==> config.mk <==
export PLATFORM = sky130hd
export DESIGN_NAME = mem_arbiter
export DESIGN_NICKNAME = d
export VERILOG_FILES = /design/src/rtl/mem_arbiter.sv
export SDC_FILE = /design/constraint.sdc
export NUM_CORES = 1
export LEC_CHECK = 0
export ABC_AREA = 1
export BUFFER_PORTS_ARGS = -buffer_cell sky130_fd_sc_hd__buf_2
export CAP_MARGIN = 20
export CORE_AREA = 3 3 77 79
export CTS_CLUSTER_DIAMETER = 80
export CTS_CLUSTER_SIZE = 30
export DETAILED_ROUTE_END_ITERATION = 12
export DIE_AREA = 0 0 80 82
export PLACE_DENSITY = 0.66
export SLEW_MARGIN = 20
export SYNTH_ARGS = -nofsm -noshare
export SYNTH_HDL_FRONTEND = slang
export SYNTH_SLANG_ARGS = --single-unit
==> constraint.sdc <==
create_clock -name clk -period 1.95 [get_ports clk]
set_clock_uncertainty 0.05 [all_clocks]
set_input_delay 0.39 -clock clk [delete_from_list [all_inputs] [get_ports clk]]
set_output_delay 0.39 -clock clk [all_outputs]
set_load 0.02 [all_outputs]
==> src/rtl/mem_arbiter.sv <==
// Purpose: share one single-port synchronous memory between an instruction-fetch port and a data port.
// Latency: grant is combinational in the request cycle; rvalid/rdata follow exactly one cycle later.
// Backpressure: requesters hold req/addr/we/wdata until gnt; data wins unless a fetch has waited MAX_DATA_STREAK grants.
module mem_arbiter #(
    parameter int ADDR_WIDTH      = 10,
    parameter int DATA_WIDTH      = 32,
    parameter int MAX_DATA_STREAK = 4    // legal range 1..15, must fit the 4-bit streak counter
) (
    input  logic                  clk,
    input  logic                  reset,
    input  logic                  i_req,
    input  logic [ADDR_WIDTH-1:0] i_addr,
    output logic                  i_gnt,
    output logic                  i_rvalid,
    output logic [DATA_WIDTH-1:0] i_rdata,
    input  logic                  d_req,
    input  logic                  d_we,
    input  logic [ADDR_WIDTH-1:0] d_addr,
    input  logic [DATA_WIDTH-1:0] d_wdata,
    output logic                  d_gnt,
    output logic                  d_rvalid,
    output logic [DATA_WIDTH-1:0] d_rdata,
    output logic                  mem_en,
    output logic                  mem_we,
    output logic [ADDR_WIDTH-1:0] mem_addr,
    output logic [DATA_WIDTH-1:0] mem_wdata,
    input  logic [DATA_WIDTH-1:0] mem_rdata
);

    // Owner of the access issued last cycle; decides which port the memory word belongs to.
    typedef enum logic [1:0] {
        OWN_NONE  = 2'd0,
        OWN_FETCH = 2'd1,
        OWN_LOAD  = 2'd2,
        OWN_STORE = 2'd3
    } owner_t;

    localparam logic [3:0] STREAK_MAX = 4'(MAX_DATA_STREAK);

    logic [3:0] streak;
    owner_t     owner;
    logic       fetch_wins;

    // Arbitration: data first, except a waiting fetch that has sat through STREAK_MAX data grants.
    // Everything is forced quiet while reset is high so no access escapes during reset.
    always_comb begin
        fetch_wins = i_req && (!d_req || (streak == STREAK_MAX));
        i_gnt      = !reset && fetch_wins;
        d_gnt      = !reset && d_req && !fetch_wins;
        mem_en     = i_gnt || d_gnt;
        mem_we     = d_gnt && d_we;
        mem_addr   = '0;
        mem_wdata  = '0;
        if (i_gnt) begin
            mem_addr = i_addr;
        end else if (d_gnt) begin
            mem_addr  = d_addr;
            mem_wdata = d_wdata;
        end
    end

    // Response steering: route the memory word to last cycle's owner, zero otherwise.
    // Reset gates the responses so an access granted just before reset never completes.
    always_comb begin
        i_rvalid = !reset && (owner == OWN_FETCH);
        d_rvalid = !reset && ((owner == OWN_LOAD) || (owner == OWN_STORE));
        i_rdata  = i_rvalid ? mem_rdata : '0;
        d_rdata  = (!reset && (owner == OWN_LOAD)) ? mem_rdata : '0;
    end

    // Streak counter: counts data grants that overtook a waiting fetch, saturating at the limit.
    always_ff @(posedge clk) begin
        if (reset) begin
            streak <= '0;
        end else if (!i_req || i_gnt) begin
            streak <= '0;
        end else if (d_gnt && (streak != STREAK_MAX)) begin
            streak <= streak + 4'd1;
        end
    end

    // One-entry response tracker: remembers who owns the access issued this cycle.
    always_ff @(posedge clk) begin
        if (reset) begin
            owner <= OWN_NONE;
        end else if (i_gnt) begin
            owner <= OWN_FETCH;
        end else if (d_gnt) begin
            owner <= d_we ? OWN_STORE : OWN_LOAD;
        end else begin
            owner <= OWN_NONE;
        end
    end

endmodule

==> impl_metrics.toml <==
[setup_path]
worst_ep_arrival_time_ns = 1.44
critical_path_class = "reg2out"
ff2ff_path_depth = 7
cp_slowest_cell = "dfxtp_2"
setup.worst_path.start_class = "flip-flop"
cp_top_family = "buffers and inverters"
cp_cell_sequence = "inv_1 > ha_2 > nand4_4 > nand2_8 > buf_12 > nor2_1 > buf_4"
slowest_delay_ns = 0.34
crit_required_ns = 1.51
r2r-end = "streak[1]"
cp.depth = 7
cp-end-kind = "output port"
reg2reg_slack_ns = 0.67
crit_fanout = 11
r2r-start = "streak[0]"
path_buf_inv = 3

[clocking]
clk-insertion-delay-late_ns = 0.22
cts.root.buffer_cell = "clkbuf_8"
ctsHtreeMaxLevel = 1
cts_tree = "built"
ctsHoldBuffers = 0
cts_made_buffers = 3
clkTransAtPathRegs_ns = 0.04
clockBufferDepth = 2
cts_sinks = 6

[synth]
synth_xor_xnor_area_share_pct = 0.7821
synthAdderAreaFrac_pct = 2.235
synth.distinct_cells = 14
synth_compound_area_share_pct = 0.4469
syn-num-nets = 340
ys_seq_area_share_pct = 10.73
muxShareOfSynthArea_pct = 0
synth_top_family_by_area = "simple AND/OR/NAND/NOR gates"
synthCells = 249
synth-simple-area-share_pct = 52.51
synth_area_sq_um = 1120
syn_avg_cell_area_sq_um = 4.497
ys_ff_latch = 6
yosys_warnings = 0

[timing]
hold_slack_ns = 0.3715
worst_pin_slew_ns = 0.3466
max-slew-margin-rel_pct = 76.87
setup_violations = 0
min_period_ns = 1.884
final.setup.tns_ns = 0
fmax_mhz = 530.8
hold_violations = 0
period_share_pct = 96.61
report.final.slew_viol_count = 0

[layout]
regArea_sq_um = 122.6
multi_input_area_sq_um = 663.1
drive_above_1_share_pct = 48.99
layout_common_cells = "buf_2, nor2_1, inv_1, nand2_1"
syn_to_final_growth_pct = 107.5
fillCellCount = 619
final_area_sq_um = 2323
nets = 540
finalNonFillerCells = 519
antenna_cells = 0
final_common_cell = "buf_2"

[pwr]
power.density_nw_per_um2 = 313.9
leakagePower_nw = 1.815
ir_worst_vdd_uv = 318.9
power_w = 0.0007294

[routing]
remaining_drc_errors = 0
ant_nets = 0
drt_first_pass_iters = 4
avgViaCountPerCell = 3.925
via_count = 2037
routedWlPerCell_um = 10.26
drt-initial-drc-count = 65
wirelength_mm = 5.326

[worst_hold_path]
min_to = "streak[0]"
worstHoldPathType = "reg2reg"
holdPathStages = 1
min-delay-start = "streak[0]"

[global_routing]
grt_pass1_vias = 1687
gr-total-overflow = 0
grt_usage_pct = 13.14
grt_pass1_wl_mm = 7.065
grt_max_degree = 34
antenna_found_initial = 2

[die]
core_area_sq_um = 5405
io_pins = 201
die_w_um = 80
dieArea_sq_um = 6560
initial_utilization_pct = 20.72
die_y_um = 82
rows = 27

[outcome]
status = "finished clean"

[place]
place_area_sq_um = 2170
gp_congestion = 0.7294
dp_cells = 512
dp_hpwl_mm = 4.407
portBuffers = 200

[flow_run]
maxCapViolCount = 0
[metrics by stage]
step / setup slack (ns) / utilization [%]
2_1_floorplan: 0.1330 / -
3_3_place_gp: 0.1700 / 40.14
3_5_place_dp: 0.1377 / 40.14
4_1_cts: 0.003658 / 41.37
5_1_grt: -0.004653 / 42.99
6_report: 0.06613 / 42.99
[cells by family after synthesis]
kind of cell,count (synthesis)
buf+inv,91
simple gates,148
flops,6
xor+xnor,1
compound gates,1
fa+ha+maj,2
[final cells by class]
class | instances | area share, %
clock buffers | 3 | 1.777
inverters | 79 | 12.98
flip-flops and latches | 6 | 5.277
well taps | 72 | 3.877
repair buffers | 206 | 47.55
multi-input cells | 153 | 28.54
[synthesized netlist by cell type (all sizes together)]
cell   number  area [sq um]
buf        12         76.32
o21ai       1         5.000
nand4       1         12.51
nand2      29         116.4
inv        79         296.5
dfxtp       6         120.1
xnor2       1         8.760
nand3      13         65.06
ha          2         25.02
nor2      105         394.1
[worst max-delay path by stage]
| stage | from | endpoint | slack (ns) |
|---|---|---|---|
| finish | streak[0] | mem_wdata[0] | 0.07 |
| floorplan | reset | d_rdata[10] | 0.13 |
| detailed placement | streak[0] | mem_addr[7] | 0.14 |
| global route | streak[0] | i_gnt | -0.005 |
| CTS | streak[0] | mem_wdata[0] | 0.004 |
| global placement | reset | mem_addr[2] | 0.17 |
[timing repair]
action	CTS	global route
endpoints found under the setup margin	33	42
gates cloned	0	2
resized for setup	5	16
buffers inserted	2	0
pin swaps	1	2
[per-layer routing]
layer	GRT usage [%]	routed length, um	part of all wire, %	vias to the layer above
met5	0	28	0.53	-
met1	12.69	1831	34	829
li1	-	-	-	1073
met4	3.547	92	1.7	4
met3	4.605	695	13	12
met2	26.16	2678	50	119
[power breakdown]
group	switching (W)	total (W)	internal [W]
Clock	0.0000536	0.000186	0.000133
Sequential	0.00000215	0.000130	0.000127
Combinational	0.000247	0.000414	0.000166
Total	0.000303	0.000729	0.000426
[flip-flops by register name (all words and copies together) (netlist names)]
name and count:
owner 2, streak 4
(Power assumes the default switching activity.)
